## config.mk

```make
export PLATFORM = sky130hd
export DESIGN_NAME = data_register_file
export DESIGN_NICKNAME = d
export VERILOG_FILES = /design/src/rtl/data_register_file.sv
export SDC_FILE = /design/constraint.sdc
export NUM_CORES = 1
export LEC_CHECK = 0
export ABC_CLOCK_PERIOD_IN_PS = 5100
export BUFFER_PORTS_ARGS = -buffer_cell sky130_fd_sc_hd__buf_2
export CELL_PAD_IN_SITES_DETAIL_PLACEMENT = 1
export CELL_PAD_IN_SITES_GLOBAL_PLACEMENT = 1
export CORE_ASPECT_RATIO = 1.75
export CORE_MARGIN = 4
export CORE_UTILIZATION = 50
export DETAILED_ROUTE_END_ITERATION = 16
export PLACE_DENSITY_LB_ADDON = 0.1
export SLEW_MARGIN = 20
export SYNTH_ARGS = -nofsm -noshare
export SYNTH_HDL_FRONTEND = slang
export SYNTH_SLANG_ARGS = --single-unit
```

## constraint.sdc

```tcl
create_clock -name clk -period 5.1 [get_ports clk]
set_input_delay 1.02 -clock clk [delete_from_list [all_inputs] [get_ports clk]]
set_output_delay 1.02 -clock clk [all_outputs]
set_load 0.02 [all_outputs]
```

## src/rtl/data_register_file.sv

```systemverilog
// DEPTH x DATA_WIDTH register file: one synchronous write port, two combinational
// read ports, a zero-fill sequencer after reset or on request, and an optional write bypass.
module data_register_file #(
  parameter int DATA_WIDTH = 16,
  parameter int ADDR_WIDTH = 4,
  parameter int BYPASS     = 0
) (
  input  logic                  clk,
  input  logic                  rst_n,
  input  logic                  load_data,
  input  logic [ADDR_WIDTH-1:0] load_data_address,
  input  logic [DATA_WIDTH-1:0] data_input,
  input  logic [ADDR_WIDTH-1:0] rd_addr_a,
  output logic [DATA_WIDTH-1:0] rd_data_a,
  input  logic [ADDR_WIDTH-1:0] rd_addr_b,
  output logic [DATA_WIDTH-1:0] rd_data_b,
  input  logic                  clear,
  output logic                  busy,
  output logic                  load_dropped
);

  localparam int DEPTH = 1 << ADDR_WIDTH;
  localparam logic [0:0] INIT = 1'b0;
  localparam logic [0:0] IDLE = 1'b1;
  localparam logic [ADDR_WIDTH-1:0] LAST = '1;

  logic [0:0]            state;
  logic [ADDR_WIDTH-1:0] clr_ptr;
  logic [DATA_WIDTH-1:0] mem [DEPTH];
  logic                  accept;

  // Clear has priority over a same-cycle write, so a write is only taken in IDLE without clear.
  assign accept = load_data && (state == IDLE) && !clear;
  assign busy   = (state == INIT);

  always_ff @(posedge clk or negedge rst_n) begin
    if (!rst_n) begin
      state        <= INIT;
      clr_ptr      <= '0;
      load_dropped <= 1'b0;
    end else begin
      load_dropped <= load_data && !accept;
      case (state)
        INIT: begin
          if (clr_ptr == LAST) begin
            state   <= IDLE;
            clr_ptr <= '0;
          end else begin
            clr_ptr <= clr_ptr + 1'b1;
          end
        end
        default: begin
          if (clear) state <= INIT;
        end
      endcase
    end
  end

  // Storage is deliberately not reset; the sequencer zero-fills it instead.
  always_ff @(posedge clk) begin
    if (state == INIT) begin
      mem[clr_ptr] <= '0;
    end else if (accept) begin
      mem[load_data_address] <= data_input;
    end
  end

  always_comb begin
    rd_data_a = '0;
    rd_data_b = '0;
    if (!busy) begin
      rd_data_a = mem[rd_addr_a];
      rd_data_b = mem[rd_addr_b];
      if (BYPASS != 0 && accept) begin
        if (load_data_address == rd_addr_a) rd_data_a = data_input;
        if (load_data_address == rd_addr_b) rd_data_b = data_input;
      end
    end
  end

endmodule

```

==> flow_summary.toml <==
[outcome]
status = "complete, no violations"

[timing]
tns_ns = 0
fin_crit_ns = 4.13
setup_viol = 0
relSlewSlack_pct = 30.2
finalClockSkew_ns = 0.00791
grt_setup_unrepaired = "false"
fmax_mhz = 242
slew_violations = 0
hold_viol = 0
period_share_pct = 81.0
tightest_slew_ns = 1.05

[final_layout]
nets = 854
drive_gt1_share_pct = 26.9
mostFrequentLayoutCells = "edfxtp_1 (256), mux2i_1 (142), a22oi_1 (65)"
final_area_sq_um = 14100
diodes = 0
mostFrequentLayoutCell = "edfxtp_1"
synthToLayoutAreaGrowth_pct = 12.8

[run]
max_cap_viol_count = 0

[logic_synthesis]
synth-adder-area-share_pct = 0.100
avgSynthCellArea_sq_um = 16.6
synthCells = 753
synth_area_leaders = "edfxtp_1 (61%), mux2i_1 (11%), mux4_2 (11%)"
synth_xor_xnor_area_share_pct = 0.0700
yosys.area.top_type = "edfxtp_1"
synth-simple-area-share_pct = 3.50
synth_edf_count = 256
synth_seq_cells = 262
synth_ff_type = "edfxtp_1"
ys_warn_count = 0
synth_top_area_share_pct = 61.4
yosysSeqAreaShare_pct = 62.6
synth_cell_types = 42
synth.mux.area_fraction_pct = 23.3
async_flop_share_pct = 2.29
synth_fp_nets = 786
synth_compound_area_share_pct = 7.14
synth_top_family_by_area = "multiplexers"
synth_area_sq_um = 12500

[pwr]
p_total_mw = 6.48
worst_ir_drop_vdd_mv = 0.374
powerDensity_nw_per_um2 = 459
cellLeakagePower_nw = 5.13

[placement]
placed_area_sq_um = 13200
portBuffers = 65
hpwl_um = 23900
gp_congestion = 0.820

[hold_path]
hp-class = "in -> async"

[setup_path]
rrSetupSlack_ns = 2.06
worst-setup-path-type = "in -> out"
cp_max_fo = 19
critPathCaptureType = "primary output"
cp.required_ns = 4.08
r2r-end = "mem[10][2]"
r2r-start = "state"
cp-start-kind = "input port"
worst_r2r_path_depth = 5
arrival_ns = 3.11

[clock_tree]
cts_num_sinks = 262
path_clk_slew_ns = 0.06
cts_tree = "yes"
ctsResizeCount = 0
holdBufCountCts = 0
htree_levels = 1
root_buffer = "clkbuf_16"
numCtsBuffers = 25
cts_setup_buffers = 0
cts.path.max_buffers = 3
clock_latency_ns = 0.53

[detailed_routing]
drc_errors = 0
dr.pass1.iters = 5
drt-initial-drc-count = 694
wl_per_cell_um = 32.5
num_vias = 7574
postRouteAntennaNets = 0
viasPerCell = 6.58
routed_wl_um = 37400

[floorplanning]
start_util_pct = 50.8
die_w_um = 128
coreArea_sq_um = 24600
die_y_um = 217
pin_count = 66
die-area_sq_um = 27700
rows = 76

[global_routing]
gr-total-overflow = 0
antenna_found_initial = 0
grt_pass1_vias = 8434
grt_max_degree = 48
grtUsageTotal_pct = 27.6
grt_pass1_wl_um = 55500
metal layers:
layer  part of all wire (%)  track usage (%)  vias up
met1                     38             34.4     3992
met4                    3.3             9.56        0
li1                       -                -     3221
met3                    5.4             3.46       70
met2                     53             49.4      291
met5                      0                0        -
area by class of cell:
| class | instances | area [sq um] |
|---|---|---|
| sequential | 262 | 7840 |
| tap | 312 | 390 |
| fill | 2248 | 10500 |
| multi-input combinational | 432 | 4350 |
| inverter | 5 | 18.8 |
| timing repair buffer | 95 | 609 |
| clock buffer | 32 | 682 |
| clock inverter | 13 | 229 |
report_power, final:
group	internal [mW]	total [mW]	switching, mW
combinational	0.465	1.40	0.937
sequential	2.81	3.01	0.199
clock	1.25	2.06	0.810
total	4.53	6.48	1.95
state kept, by name, indices dropped and copies added, names as in the netlist:
register	flops
mem	256
clr_ptr	4
load_dropped	1
state	1
per-stage QoR:
step / util (%) / hold WS, ns / instances / setup slack [ns]
after CTS: 57.3 / 0.282 / 1151 / 1.03
after global placement: 53.6 / 0.556 / 1106 / 1.07
final: 57.3 / 0.301 / 1151 / 0.970
after global routing: 57.3 / 0.287 / 1151 / 0.868
after floorplan: - / 0.507 / 753 / 1.75
after detailed placement: 53.6 / 0.585 / 1106 / 1.03
worst max-delay path: stages:
cell and delay (ns):
buf_2 0.53, buf_4 0.45, mux4_2 0.36, a22oi_1 0.29, o21ai_1 0.22, buf_2 0.21
synth_stat cells (2+ instances only):
cell	number
edfxtp_1	256
buf_4	9
a22o_1	5
mux4_2	61
o21ai_0	15
clkbuf_1	10
dfrtp_1	6
o211ai_1	3
a32oi_1	2
buf_2	19
a31oi_1	4
nor3b_1	3
buf_6	13
and2_1	18
inv_1	5
nor2_1	22
nand2b_1	6
nand2_1	21
buf_8	2
a21oi_1	7
nor2b_1	4
nand3_1	10
mux2_2	8
o21ai_1	14
a22oi_1	65
mux2i_1	142
o22ai_1	8
logic make-up (layout without fill, tap and decap cells):
family | Yosys count | count (layout)
AOI/OAI and AO/OA | 130 | 130
muxes | 212 | 212
and+or+nand+nor | 88 | 88
adders and majority gates | 1 | 1
xor gates and xnor gates | 1 | 1
DFF | 262 | 262
buffers and inverters | 59 | 145
how the worst max path moves through the flow:
| stage | startpoint | endpoint | cells past startpoint |
|---|---|---|---|
| floorplan | rd_addr_a[1] | rd_data_a[10] | 7 |
| global placement | rd_addr_b[2] | rd_data_b[7] | 6 |
| detailed placement | rd_addr_b[2] | rd_data_b[7] | 6 |
| CTS | rd_addr_b[2] | rd_data_b[7] | 6 |
| global route | rd_addr_b[2] | rd_data_b[7] | 6 |
| finish | rd_addr_b[1] | rd_data_b[9] | 6 |
(Power assumes the default switching activity.)
